### src/rtl/gray_pkg.sv
// Shared Gray/binary conversion helpers. They work on any width up to MAX_W
// as long as the value is zero-extended, because the unused upper bits then stay zero.
package gray_pkg;

  localparam int MAX_W = 32;

  function automatic logic [MAX_W-1:0] bin2gray(input logic [MAX_W-1:0] b);
    return b ^ (b >> 1);
  endfunction

  // Prefix XOR from the MSB down.
  function automatic logic [MAX_W-1:0] gray2bin(input logic [MAX_W-1:0] g);
    logic [MAX_W-1:0] b;
    b[MAX_W-1] = g[MAX_W-1];
    for (int i = MAX_W-2; i >= 0; i--)
      b[i] = b[i+1] ^ g[i];
    return b;
  endfunction

endpackage

### src/rtl/bin_to_gray_n.sv
// Combinational binary-to-Gray encoder of WIDTH bits.
module bin_to_gray_n
  import gray_pkg::*;
#(
  parameter int WIDTH = 4
) (
  input  logic [WIDTH-1:0] bin,
  output logic [WIDTH-1:0] gray
);

  assign gray = WIDTH'(bin2gray(MAX_W'(bin)));

endmodule

### src/rtl/gray_counter.sv
// Up/down Gray counter with a variable step, a load input and a wrap pulse.
// Defining GRAY_LOAD_EN makes load_val a Gray-coded value that is decoded before loading.
module gray_counter
  import gray_pkg::*;
#(
  parameter int WIDTH    = 4,
  parameter int STEP_MAX = 1
) (
  input  logic                             clk,
  input  logic                             rst,
  input  logic                             en,
  input  logic                             up_dn,
  input  logic [$clog2(STEP_MAX+1)-1:0]    step,
  input  logic                             load,
  input  logic [WIDTH-1:0]                 load_val,
  output logic [WIDTH-1:0]                 gray,
  output logic [WIDTH-1:0]                 bin,
  output logic                             wrap
);

  localparam int SW = $clog2(STEP_MAX+1);
  localparam logic [SW-1:0] SMAX = SW'(STEP_MAX);

  logic [WIDTH-1:0] bin_q, gray_q, bin_nxt, gray_nxt, load_bin;
  logic             wrap_q, wrap_nxt;
  logic [SW-1:0]    step_sat;
  logic [WIDTH:0]   step_ext, sum;

  assign step_sat = (step > SMAX) ? SMAX : step;
  assign step_ext = (WIDTH+1)'(step_sat);
  // The extra MSB carries out on an up-wrap and borrows on a down-wrap.
  assign sum      = up_dn ? ({1'b0, bin_q} + step_ext) : ({1'b0, bin_q} - step_ext);

`ifdef GRAY_LOAD_EN
  assign load_bin = WIDTH'(gray2bin(MAX_W'(load_val)));
`else
  assign load_bin = load_val;
`endif

  always_comb begin
    bin_nxt  = bin_q;
    wrap_nxt = 1'b0;
    if (load) begin
      bin_nxt = load_bin;
    end else if (en) begin
      bin_nxt  = sum[WIDTH-1:0];
      wrap_nxt = sum[WIDTH];
    end
  end

  bin_to_gray_n #(.WIDTH(WIDTH)) u_enc (
    .bin  (bin_nxt),
    .gray (gray_nxt)
  );

  always_ff @(posedge clk) begin
    if (rst) begin
      bin_q  <= '0;
      gray_q <= '0;
      wrap_q <= 1'b0;
    end else begin
      bin_q  <= bin_nxt;
      gray_q <= gray_nxt;
      wrap_q <= wrap_nxt;
    end
  end

  assign bin  = bin_q;
  assign gray = gray_q;
  assign wrap = wrap_q;

endmodule

### config.mk
export PLATFORM = sky130hd
export DESIGN_NAME = gray_counter
export DESIGN_NICKNAME = d
export VERILOG_FILES = /design/src/rtl/gray_pkg.sv /design/src/rtl/bin_to_gray_n.sv /design/src/rtl/gray_counter.sv
export SDC_FILE = /design/constraint.sdc
export NUM_CORES = 1
export LEC_CHECK = 0
export BUFFER_PORTS_ARGS = -buffer_cell sky130_fd_sc_hd__buf_2
export CORE_AREA = 5 5 42 44
export CTS_BUF_LIST = sky130_fd_sc_hd__clkbuf_2 sky130_fd_sc_hd__clkbuf_4 sky130_fd_sc_hd__clkbuf_8
export CTS_CLUSTER_SIZE = 14
export DETAILED_ROUTE_END_ITERATION = 16
export DIE_AREA = 0 0 47 49
export HOLD_SLACK_MARGIN = 0.05
export PLACE_DENSITY_LB_ADDON = 0.3
export SLEW_MARGIN = 20
export SYNTH_ARGS = -nofsm -noshare
export SYNTH_HDL_FRONTEND = slang
export SYNTH_SLANG_ARGS = --single-unit
### constraint.sdc
create_clock -name clk -period 2.6 [get_ports clk]
set_input_delay 0.13 -clock clk [delete_from_list [all_inputs] [get_ports clk]]
set_output_delay 0.13 -clock clk [all_outputs]
set_load 0.005 [all_outputs]
==> implementation parameters <==
Parameter                              Value

Route
  Count of nets left with antenna violations after detail routing ... 0
  First-pass iteration count of the detailed router ... 2
  DR vias/cell ... 4.97
  Total Routed Length ... 1010 µm
  Vias ... 432
  Drt first-iter violations ... 1
  Number of design rule violations left after detail routing ... 0
  Per-cell routed wire length ... 11.6 µm

Worst setup path
  Setup crit start kind ... flop
  Startpoint of the lowest-slack register-to-register path ... bin[1]
  Highest fanout seen on the critical path ... 5
  End of the worst register-to-register path ... gray[1]
  Kind of end point of the critical path ... flop
  Critical path data required time ... roughly 2.8 ns
  Critical path class ... reg2reg
  Number of cells on the worst reg-to-reg path ... 7
  Setup slack, reg-to-reg ... 0.33 ns
  Arrival time at the worst endpoint ... 2.46 ns

Timing
  Time the worst path needs with I/O delays and setup ... roughly 2.3 ns
  Setup TNS ... 0 ns
  Slew HR ... between 70% and 80%
  Final setup fails ... 0
  Share of the cycle needed by the critical path after routing ... 87.1%
  Maximum achievable frequency ... 441 MHz
  Pin slew with the least headroom to its limit ... 0.339 ns
  Clock skew after layout ... 0.00345 ns
  Final-report hold violation count ... 0
  Final Max Tran Viols ... 0
  Setup repair after global routing missed its margin ... no

Place
  Buffers on Ports ... 18
  Cell area after placement ... about 570 µm²
  DP Wirelength ... 805 µm
  Global placer's final weighted congestion ... 0.722

Clock network
  Clock Tree Root ... clkbuf_4
  Clock-pin slew reported for the worst setup and hold paths after clock tree synthesis ... 0.05 ns
  CTS tree ... done
  Number of levels in the clock H-tree ... 1
  Number of buffers added for setup after CTS ... 0
  Worst-skew pair later-pin latency ... 0.26 ns
  CTS-repair resized insts ... 0
  Clock Path Buffers ... 2
  Post-cts hold buffer count ... 0
  TritonCTS sink count ... 8
  Total clock buffers created by CTS ... 3

Global route
  Met3 Track Usage GR ... 5.17%
  Initial antenna violation count ... 0
  Total congestion overflow ... 0
  Met2 track demand over resource ... 14.5%
  Number of global-route vias before repair ... 396
  Met1 global-route usage ... 13.7%
  Wire length of the first global-routing pass ... between 1500 and 2000 µm
  Global-route total usage across every layer ... about 11%
  Pin count of the biggest net entering global routing ... 13
  Grt peak-use layer ... met2

Die
  Initial core utilization ... 34.4%
  Cell Rows ... 14
  Core footprint ... around 1400 µm²
  Die Outline Area ... 2300 µm²
  Width of the die ... 47 µm
  Height of the die ... 49 µm
  Number of I/O pins ... 19

Synth
  Number of instances in the synthesized netlist ... between 50 and 60
  Synthesis-stage register bit count ... 8
  Net count after synthesis ... 65
  Sequential fraction of the synthesis area ... 33.2%
  Total number of yosys warnings ... 0
  Count of distinct cell types in the synthesized netlist ... 29
  Mean cell area of the mapped netlist ... about 9.1 µm²
  Area of the mapped netlist ... 482 µm²

Layout
  Commonest cells after routing, fill and taps aside ... 18 x buf_2, 8 x dfxtp_1, 7 x nor2_1, 4 x a21oi_1
  Post-layout net count ... 85
  N_diodes ... 0
  Final design instance area without fill ... 594 µm²
  Fraction of layout instances using a drive strength above 1 ... approximately two fifths
  Leading cell type in the layout, fill and taps excluded ... buf_2
  Fillers ... 166
  Layout overhead on the synthesized area ... 23.4%

Min path
  Min-delay worst type ... in2reg
  Number of cells traversed by the worst hold path ... 2
  Hold_sp ... rst
  Worst min-delay path endpoint ... gray[1]

Job
  Number of max-cap violations ... 0

Power and ir drop
  Max VDD drop ... 240 µV
  Leak Pwr ... 0.289 nW
  Power density over the cells ... ~500 nW/µm²

Run status
  Result of the run ... complete, no violations
-- logic make-up after synthesis --
group / Yosys count / share of synthesized area [%]
flip-flops: 8 / 33.2
XOR/XNOR: 1 / 1.82
multiplexers: 5 / 13.2
adder cells (fa/ha/maj): 2 / 5.19
AND/OR/NAND/NOR: 23 / 27.5
AO/OA/AOI/OAI: 10 / 14.0
buffers and inverters: 4 / 4.93
-- routing by layer --
metal | share of wire (%) | wire length (µm)
met5 | 0 | 0
met4 | 4.6 | 47
met3 | 10 | 101
met2 | 45 | 451
met1 | 41 | 411
-- layout make-up --
| class | count | area [µm²] | area share, % |
|---|---|---|---|
| Sequential cell | 8 | 160 | 26.9 |
| Timing Repair Buffer | 18 | 90.1 | 15.2 |
| Clock buffer | 3 | 22.5 | 3.79 |
| Multi-Input combinational cell | 41 | 298 | 50.1 |
| Tap cell | 16 | 20.0 | 3.37 |
| Inverter | 1 | 3.75 | 0.632 |
-- registers in the layout (all words and copies together), names as in the netlist --
signal	count
bin	4
gray	3
wrap	1
-- worst max path at each step --
stage	start	endpoint	slack (ns)	cells after the start
5_1_grt	bin[1]	gray[1]	0.22	7
4_1_cts	bin[1]	gray[1]	0.32	7
3_5_place_dp	bin[1]	gray[1]	0.35	7
2_1_floorplan	bin[1]	gray[1]	0.42	7
6_report	bin[1]	gray[1]	0.33	7
3_3_place_gp	bin[1]	gray[1]	0.39	7
-- cell usage after synthesis, drive strengths merged --
library cell	n	area, µm²
nand2	3	11.3
or2b	2	15.0
o32ai	1	8.76
nor2	7	26.3
or3	2	15.0
clkbuf	1	7.51
buf	2	12.5
a211oi	1	12.5
xnor2	1	8.76
a41oi	1	8.76
mux2i	4	52.6
or3b	2	20.0
nand3	1	5.00
nor4	1	6.26
nor2b	1	6.26
o21bai	1	7.51
dfxtp	8	160
o21ai	2	10.0
mux2	1	11.3
nor4b	1	8.76
inv	1	3.75
a21oi	4	20.0
nand2b	2	12.5
ha	2	25.0
and3	1	6.26
-- metrics by stage --
stage	utilization (%)	power, W	instances	hold slack [ns]	setup slack [ns]
3_5_place_dp	40.8	0.000213	84	0.403	0.348
3_3_place_gp	40.8	0.000212	84	0.400	0.392
6_report	42.4	0.000306	87	0.129	0.335
5_1_grt	42.4	0.000330	87	0.144	0.225
2_1_floorplan	-	0.000189	53	0.199	0.423
4_1_cts	42.4	0.000310	87	0.129	0.322
-- report_power, final --
| group | internal (W) | leakage (nW) | switching (W) |
|---|---|---|---|
| registers | 0.000133 | 0.0661 | 0.00000666 |
| logic | 0.0000364 | 0.209 | 0.0000339 |
| clock network | 0.0000529 | 0.0138 | 0.0000430 |
-- critical path, stage by stage, from the launching register on --
cell     delay (ns)
dfxtp_1        0.34
or3b_4         0.42
nand2_1        0.08
ha_1           0.19
mux2_2         0.38
mux2i_4        0.20
or3_2          0.47
a21oi_1        0.12
(Power assumes the default switching activity.)
